`src/rtl/motor_ramp_ctrl.sv`:
```
// Purpose : H-bridge direction and pulse-width ramp controller with a dwell on reversal and an emergency stop.
// Latency : a command is accepted in one cycle; pulse_width moves at most RAMP_STEP per tick (one tick every TICK_DIV cycles).
// Backpress: cmd_ready is high only in IDLE with estop low; commands offered while busy are dropped, not queued.
//
// Ports:
//   PCLK, PRESET          clock and synchronous active-high reset
//   cmd_valid/cmd_ready   command handshake; cmd_dir (4b H-bridge pattern, 0000 = coast), cmd_pw (24b target)
//   estop                 level-sensitive emergency stop; forces coast and zero width on the next edge
//   MOTOR, pulse_width    registered drive to the H-bridge and PWM generator
//   busy, done            busy while not IDLE; done pulses one cycle when a command completes
module motor_ramp_ctrl #(
  parameter int TICK_DIV    = 100000,
  parameter int RAMP_STEP   = 1000,
  parameter int DWELL_TICKS = 50,
  parameter int PW_MAX      = 100000
) (
  input  logic        PCLK,
  input  logic        PRESET,
  input  logic        cmd_valid,
  output logic        cmd_ready,
  input  logic [3:0]  cmd_dir,
  input  logic [23:0] cmd_pw,
  input  logic        estop,
  output logic [3:0]  MOTOR,
  output logic [23:0] pulse_width,
  output logic        busy,
  output logic        done
);

  localparam int TW = (TICK_DIV > 1) ? $clog2(TICK_DIV) : 1;
  localparam int DW = (DWELL_TICKS > 1) ? $clog2(DWELL_TICKS) : 1;

  localparam logic [TW-1:0] TICK_LAST  = TW'(TICK_DIV - 1);
  localparam logic [DW-1:0] DWELL_LAST = DW'(DWELL_TICKS - 1);
  localparam logic [24:0]   STEP25     = 25'(RAMP_STEP);
  localparam logic [24:0]   PW_MAX25   = 25'(PW_MAX);
  localparam logic [23:0]   PW_MAX24   = 24'(PW_MAX);

  typedef enum logic [1:0] {
    IDLE      = 2'd0,
    RAMP_DOWN = 2'd1,
    DWELL     = 2'd2,
    RAMP_UP   = 2'd3
  } state_t;

  state_t         state;
  logic [TW-1:0]  tick_cnt;
  logic [DW-1:0]  dwell_cnt;
  logic [3:0]     dir_q;
  logic [23:0]    tgt;

  logic           tick;
  logic           accept;
  logic [23:0]    cmd_tgt;

  logic [24:0]    pw_ext;
  logic [24:0]    goal;
  logic [24:0]    diff;
  logic [24:0]    step;
  logic [24:0]    pw_next;
  logic           going_down;
  logic           reach;

  assign cmd_ready = (state == IDLE) && !estop;
  assign busy      = (state != IDLE);
  assign accept    = cmd_valid && cmd_ready;
  assign tick      = (tick_cnt == TICK_LAST);

  // Target clamp; a coast command always targets zero width.
  always_comb begin
    cmd_tgt = cmd_pw;
    if (cmd_dir == 4'b0000)
      cmd_tgt = 24'd0;
    else if ({1'b0, cmd_pw} > PW_MAX25)
      cmd_tgt = PW_MAX24;
  end

  // One ramp step toward the goal, limited to the remaining distance so the
  // width lands exactly on the goal instead of overshooting or wrapping.
  always_comb begin
    pw_ext     = {1'b0, pulse_width};
    goal       = (state == RAMP_UP) ? {1'b0, tgt} : 25'd0;
    going_down = (pw_ext > goal);
    diff       = going_down ? (pw_ext - goal) : (goal - pw_ext);
    step       = (diff < STEP25) ? diff : STEP25;
    pw_next    = going_down ? (pw_ext - step) : (pw_ext + step);
    // Already at goal completes without a tick; otherwise the final step
    // completes the ramp on the same edge that lands on the goal.
    reach      = (pw_ext == goal) || (tick && (pw_next == goal));
  end

  always_ff @(posedge PCLK) begin
    if (PRESET) begin
      state       <= IDLE;
      MOTOR       <= 4'b0000;
      pulse_width <= 24'd0;
      done        <= 1'b0;
      tick_cnt    <= '0;
      dwell_cnt   <= '0;
      dir_q       <= 4'b0000;
      tgt         <= 24'd0;
    end else begin
      done <= 1'b0;

      // Tick phase is re-aligned to every accepted command.
      if (accept || tick)
        tick_cnt <= '0;
      else
        tick_cnt <= tick_cnt + 1'b1;

      if (estop) begin
        state       <= IDLE;
        MOTOR       <= 4'b0000;
        pulse_width <= 24'd0;
      end else begin
        case (state)
          IDLE: begin
            if (accept) begin
              dir_q <= cmd_dir;
              tgt   <= cmd_tgt;
              if (cmd_dir == MOTOR) begin
                state <= RAMP_UP;
              end else if (MOTOR == 4'b0000) begin
                MOTOR <= cmd_dir;
                state <= RAMP_UP;
              end else begin
                state <= RAMP_DOWN;
              end
            end
          end

          RAMP_UP: begin
            if (reach) begin
              pulse_width <= tgt;
              state       <= IDLE;
              done        <= 1'b1;
            end else if (tick) begin
              pulse_width <= pw_next[23:0];
            end
          end

          RAMP_DOWN: begin
            if (reach) begin
              pulse_width <= 24'd0;
              MOTOR       <= 4'b0000;
              dwell_cnt   <= '0;
              if (dir_q == 4'b0000) begin
                state <= IDLE;
                done  <= 1'b1;
              end else begin
                state <= DWELL;
              end
            end else if (tick) begin
              pulse_width <= pw_next[23:0];
            end
          end

          DWELL: begin
            if (tick) begin
              if (dwell_cnt == DWELL_LAST) begin
                MOTOR <= dir_q;
                state <= RAMP_UP;
              end else begin
                dwell_cnt <= dwell_cnt + 1'b1;
              end
            end
          end

          default: state <= IDLE;
        endcase
      end
    end
  end

endmodule

```
`config.mk`:
```
export PLATFORM = sky130hd
export DESIGN_NAME = motor_ramp_ctrl
export DESIGN_NICKNAME = d
export VERILOG_FILES = /design/src/rtl/motor_ramp_ctrl.sv
export SDC_FILE = /design/constraint.sdc
export NUM_CORES = 1
export LEC_CHECK = 0
export ABC_AREA = 1
export CELL_PAD_IN_SITES_DETAIL_PLACEMENT = 0
export CELL_PAD_IN_SITES_GLOBAL_PLACEMENT = 1
export CORE_AREA = 2 2 181 130
export DETAILED_ROUTE_END_ITERATION = 8
export DIE_AREA = 0 0 183 132
export GPL_ROUTABILITY_DRIVEN = 0
export PLACE_DENSITY_LB_ADDON = 0.1
export SLEW_MARGIN = 25
export SYNTH_ARGS = -nofsm -noshare
export SYNTH_HDL_FRONTEND = slang
export SYNTH_SLANG_ARGS = --single-unit
```
`constraint.sdc`:
```
create_clock -name PCLK -period 21.4 [get_ports PCLK]
set_input_delay 4.28 -clock PCLK [delete_from_list [all_inputs] [get_ports PCLK]]
set_output_delay 4.28 -clock PCLK [all_outputs]
set_load 0.01 [all_outputs]
```
==> run metrics, run 1 <==
DP Worst Slack between 10,000 and 15,000 ps; most frequent cells in the layout 517 x nand2_1, 241 x inv_1, 149 x nor2_1, 89 x a21oi_1, 85 x nand3_1; Reg clk slew, reported paths about 70 ps; Post-synth EDFFs 0; maximum VDD drop just over 0.00005 V; Routed WL ~30,000 um; Tcrit/Tclk final 45.4%; vias in the first global route between 9,000 and 10,000; multi-input logic area 0.00712 sq mm; Gate Count Post-Synth approximately 1,700; Iteration-0 DRC Markers 851; min Tclk post-route 9710 ps; Reg-to-Reg End dwell_cnt[0]; setup violators final 0; root buf cell clkbuf_16; hold worst-path end tgt[22]; hold-fix buffers at CTS 0; via count around 10,000; first-pass GRT wire length approximately 50,000 um; most frequent CP cell clkdlybuf4s50_1; drt drc 0; hold path depth 2; Num CTS Buffers 9; status complete, no violations; Max Clk Rate 0.103 GHz; total iterations of the first detailed-routing run 6; share of cells above drive strength 1 under 10%; RSZ-0062 raised after global routing no; number of synthesized register bits between 80 and 90; crit path capture type output pin; Avg Inst Size Synth between 5 and 6 sq um; ant diodes 0; Max Clock Skew slightly above 8 ps; H-tree lvl count 3; CTS Sinks slightly above 80; Final nets around 1,800; port bufs just over 60; initial core utilization ~44%; delay-heaviest family, CP buffers and inverters; Layout Cells excl Fill 1,987; total of max-cap violations 0; initial antenna violation count 0; R2R depth 45; crit-path max FO 3; synth-to-layout area growth 12.1%; Slew Viols, Final 0; total number of yosys warnings 0; Clk Latency, worst-skew pair ~340 ps; DRT antenna net count 0; Pwr Density between 60 and 70 mW/mm^2; Fin Setup TNS 0 ps; clock buffer depth 2; slew margin rel. around 50%; commonest non-fill, non-tap cell in the layout nand2_1; setup ws final 11,690 ps; R2R Setup Slk 12,290 ps; remaining global-route overflow 0; Fin Hold WS between 400 and 500 ps; crit path kind in -> out; ys async rst share 0%; slowest cell delay on critical path ~550 ps; routed wire length per instance 15.5 um; measured slew at the worst slew-check pin roughly 770 ps; Slowest-stage cell, CP clkdlybuf4s50_1; pin count of the biggest net entering global routing 43; Post-Place Cells 1,971; Fillers 2,397; core area roughly 0.022 sq mm; die width around 180 um; Vias/cell roughly 5.2; post-CTS sizing 0; DPL Wire Length approximately 25,000 um; Total GRT Usage about a quarter; RR Startpoint state[0]; Hold Path Class reg -> reg; worst path cell trace clkdlybuf4s50_1 -> nor2_1 -> clkdlybuf4s50_1; CTS tree built; Leakage Power about 0.0057 uW; sequential share of the synthesized area about 17%; data required time of the worst path 17,120 ps; dominant synthesized flop cell dfxtp_1; Register Area about 0.0016 sq mm; Die Height 132 um; final hold viol count 0; synthesized cell area 0.00990 sq mm; Startpoint Class input pin; worst path bufs/invs 2; Post-Syn Nets ~1,800; synth unique cells 56; FP Rows between 40 and 50; I/O pin count 63; die area roughly 0.024 sq mm; WP data arrival roughly 5400 ps; Hold Crit Start tgt[22]; Post-CTS Setup Repair Bufs 0
## flip-flops by register name, indices dropped and copies added (netlist names)
register / count
pulse_width: 24
tgt: 24
dir_q: 4
MOTOR: 4
tick_cnt: 17
state: 2
dwell_cnt: 6
done: 1
## cells in the mapped netlist (3+ instances only)
cell type,count,area [sq um]
clkinv_1,3,11.3
nand4_1,36,225
nand2_1,517,1940
inv_1,241,905
nor2_2,7,43.8
o21bai_1,14,105
nand3_2,7,70.1
o21ai_0,62,310
nand3b_1,3,22.5
ha_1,84,1050
a21oi_1,89,445
buf_6,6,67.6
a21o_1,6,45.0
nand3_1,85,425
a21boi_0,4,30.0
nand2_2,8,50.1
inv_2,3,11.3
buf_2,7,35.0
clkbuf_1,23,86.3
xnor3_1,6,135
nor2_1,149,559
nor3_1,12,60.1
nor4_1,9,56.3
or2_0,9,56.3
mux2_2,3,33.8
nor2_4,3,33.8
a21oi_2,20,175
o21ai_1,21,105
nand2_4,7,78.8
or2_2,6,37.5
nor3b_1,8,60.1
dfxtp_1,82,1640
xor2_1,52,455
o21a_1,3,22.5
a32oi_1,11,96.3
o22ai_1,4,25.0
xnor2_1,15,131
and2_1,4,25.0
## per-layer routing
| metal | track usage, % | routed length (um) | up-vias |
|---|---|---|---|
| met5 | 0 | 0 | - |
| met4 | 2.04 | 122 | 0 |
| met3 | 4.78 | 2010 | 13 |
| met2 | 37.6 | 12600 | 270 |
| met1 | 39.2 | 16100 | 4627 |
| li1 | - | - | 5368 |
## final cells by class
class / instances / area share [%]
Multi-Input combinational cell: 1282 / 64.2
Tap cell: 288 / 3.25
Inverter: 249 / 8.49
Clock buffer: 10 / 2.15
Timing Repair Buffer: 70 / 6.13
Clock inverter: 6 / 1.01
Sequential cell: 82 / 14.8
## report_power, final
group | switching [uW] | internal (uW) | leakage (uW)
logic | 250 | 137 | 0.00490
registers | 3.15 | 156 | 0.000663
clock network | 65.7 | 118 | 0.000173
total | 318 | 411 | 0.00574
## through the flow
step	area, sq um	util, %	power, uW
detailed placement	10700	48.1	542
finish	11100	49.7	729
CTS	11100	49.7	727
global route	11100	49.7	783
floorplan	9900	-	449
global placement	10700	48.1	541
## kinds of logic (layout without fill, tap and decap cells)
group	count (synthesis)	in the layout	synth area share, %
AND/OR/NAND/NOR	875	875	38.5
buffers and inverters	288	335	11.6
AO/OA/AOI/OAI	244	244	14.5
adder cells (fa/ha/maj)	86	86	11.0
flip-flops	82	82	16.6
XOR/XNOR	73	73	7.29
multiplexers	4	4	0.442
## how the worst max path moves through the flow
stage,startpoint,endpoint,slack [ps],cells after the start
finish,estop,cmd_ready,11690,3
global route,state[1],dwell_cnt[0],11440,47
floorplan,estop,cmd_ready,12640,1
CTS,estop,cmd_ready,11680,3
detailed placement,estop,cmd_ready,11680,3
global placement,estop,cmd_ready,11700,3
## worst min-delay path: cells and delay by family, from the launching register on
family        cells  cell delay (ps)
buf+inv           1               40
flops             1              310
simple gates      1               30
Power figures use the tool's default switching activity.
==> run 2, diff against run 1 <==
--- a/config.mk
+++ b/config.mk
@@ -8,9 +8,9 @@
 export ABC_AREA = 1
 export CELL_PAD_IN_SITES_DETAIL_PLACEMENT = 0
 export CELL_PAD_IN_SITES_GLOBAL_PLACEMENT = 1
-export CORE_AREA = 2 2 181 130
+export CORE_AREA = 2 2 185 132
 export DETAILED_ROUTE_END_ITERATION = 8
-export DIE_AREA = 0 0 183 132
+export DIE_AREA = 0 0 187 134
 export GPL_ROUTABILITY_DRIVEN = 0
 export PLACE_DENSITY_LB_ADDON = 0.1
 export SLEW_MARGIN = 25
==> constraint.sdc (replaced) <==
create_clock -name PCLK -period 10.1 [get_ports PCLK]
set_input_delay 2.02 -clock PCLK [delete_from_list [all_inputs] [get_ports PCLK]]
set_output_delay 2.02 -clock PCLK [all_outputs]
set_load 0.01 [all_outputs]
==> run 2 against run 1 <==
  * Critical path depth is 43 higher
  * Routed wire length is 5.0% higher
  * Register-to-register slack worse by 11000 ps
  * Global-route usage is 0.64 points higher
  * Sequential share of layout area hardly changed
  * Total power is 110% higher
  * Clock-buffer cell count stayed put
  * Utilization is 2.0 points lower
  * Critical path type is now reg -> reg
  * Largest cell class unchanged
==> run metrics, run 2 (same netlist as run 1, synthesis figures left out) <==
total of max-cap violations 0 (unchanged); Die Height 134 um (+1.5%); ant diodes 0 (unchanged); RSZ-0062 raised after global routing no; CTS Sinks 82 (unchanged); Fin Setup TNS 0 ps (unchanged); Num CTS Buffers 9 (unchanged); I/O pin count 63 (unchanged); hold-fix buffers at CTS 0 (unchanged); Max Clk Rate around 0.11 GHz; routed wire length per instance 16.0 um (+3.4%); Tcrit/Tclk final about nine tenths; FP Rows 47 (+2.2%); Total GRT Usage 26.0% (+0.64 points); DRT antenna net count 0 (unchanged); DP Worst Slack 886 ps (-10,790 ps); root buf cell clkbuf_16; min Tclk post-route 9180 ps; Slowest-stage cell, CP o31ai_1; Routed WL 32,300 um (+5.0%); core area 0.0233 sq mm (+4.5%); status complete, no violations; commonest non-fill, non-tap cell in the layout nand2_1; DPL Wire Length 26,600 um (+5.6%); Final nets 1,813 (+0.055%); H-tree lvl count 3 (unchanged); Vias/cell 5.15 (-0.42%); most frequent CP cell nand2_1; measured slew at the worst slew-check pin 768 ps (+2.43 ps); die width 187 um (+2.2%); Layout Utilization 47.6% (-2.0 points); Slew Viols, Final 0 (unchanged); Reg clk slew, reported paths 60 ps (about the same); R2R depth 46 (+2.2%); first-pass GRT wire length 52,500 um (+5.6%); WP data arrival 9410 ps (+3980 ps); crit-path max FO 37 (+34); CTS tree built; data required time of the worst path 10,330 ps (-6790 ps); slew margin rel. 48.7% (-0.16 points); drt drc 0 (unchanged); port bufs 62 (unchanged); total iterations of the first detailed-routing run 5 (-1); total power 1510 uW (+110%); Pwr Density 136 mW/mm^2 (+110%); pin count of the biggest net entering global routing 43 (unchanged); initial core utilization 42.4% (-1.9 points); biggest regs pulse_width: 24 flops, tgt: 24 flops, tick_cnt: 17 flops; slowest cell delay on critical path 580 ps (+30 ps); maximum VDD drop 0.0000978 V (+94%); synth-to-layout area growth 12.4%; via count 10,400 (+1.1%); most frequent cells in the layout 517 x nand2_1, 241 x inv_1, 149 x nor2_1, 89 x a21oi_1, 85 x nand3_1; vias in the first global route 9,624 (+3.4%); die area 0.0251 sq mm (+3.7%); Fin Hold WS 429 ps (+2.49 ps); setup ws final 924 ps (-10,760 ps); crit path kind reg -> reg; Max Clock Skew 7.57 ps (-0.509 ps); R2R Setup Slk 920 ps (-11,370 ps); final hold viol count 0 (unchanged); remaining global-route overflow 0 (unchanged); setup violators final 0 (unchanged); hold path depth 2 (unchanged); initial antenna violation count 0 (unchanged); Clk Latency, worst-skew pair 340 ps (about the same); crit path capture type register; Startpoint Class register; Leakage Power 0.00573 uW (-0.13%); clock buffer depth 2 (unchanged); Hold Path Class reg -> reg; Iteration-0 DRC Markers 787 (-7.5%); share of cells above drive strength 1 5.82% (+0.11 points); post-CTS sizing 0 (unchanged); Post-CTS Setup Repair Bufs 0 (unchanged)
run 2: path summary, 6_finish.rpt:
path	startpoint	to
worst max-delay path	state[1]	dwell_cnt[0]
worst min-delay path	tgt[20]	tgt[20]
worst max register to register	state[1]	dwell_cnt[0]
worst min register to register	tgt[20]	tgt[20]
run 2: final cells by class:
class | count | area [sq um]
Fill cell | 2529 | 12200
Clock buffer | 10 | 239
Timing Repair Buffer | 71 | 688
Multi-Input combinational cell | 1282 | 7130
Tap cell | 318 | 398
Inverter | 249 | 942
Clock inverter | 6 | 90.1
Sequential cell | 82 | 1640
run 2: worst max-delay path, delay by kind of cell, from the launching register on:
kind | cells | cell delay [ps]
flops | 1 | 410
fa+ha+maj | 4 | 1460
xor+xnor | 1 | 290
buf+inv | 6 | 690
compound gates | 5 | 1520
simple gates | 30 | 4660
run 2: metrics by stage:
step           std cells  cell area, sq um
3_5_place_dp        2002             10800
6_report            2018             11100
2_1_floorplan       1652              9900
4_1_cts             2018             11100
5_1_grt             2018             11100
3_3_place_gp        2002             10800
run 2: per-layer routing:
metal / GRT usage (%) / wire [um] / share of wire, %
met1: 39.7 / 17000 / 53
met2: 39.7 / 13400 / 42
met3: 3.61 / 1690 / 5.2
met4: 3.17 / 172 / 0.53
met5: 0 / 0 / 0
run 2: power breakdown:
part | switching (uW) | leakage [uW] | total, uW | internal [uW]
Combinational | 520 | 0.00491 | 811 | 291
Clock | 135 | 0.000159 | 359 | 224
Sequential | 7.02 | 0.000663 | 338 | 331
Total | 662 | 0.00573 | 1510 | 846
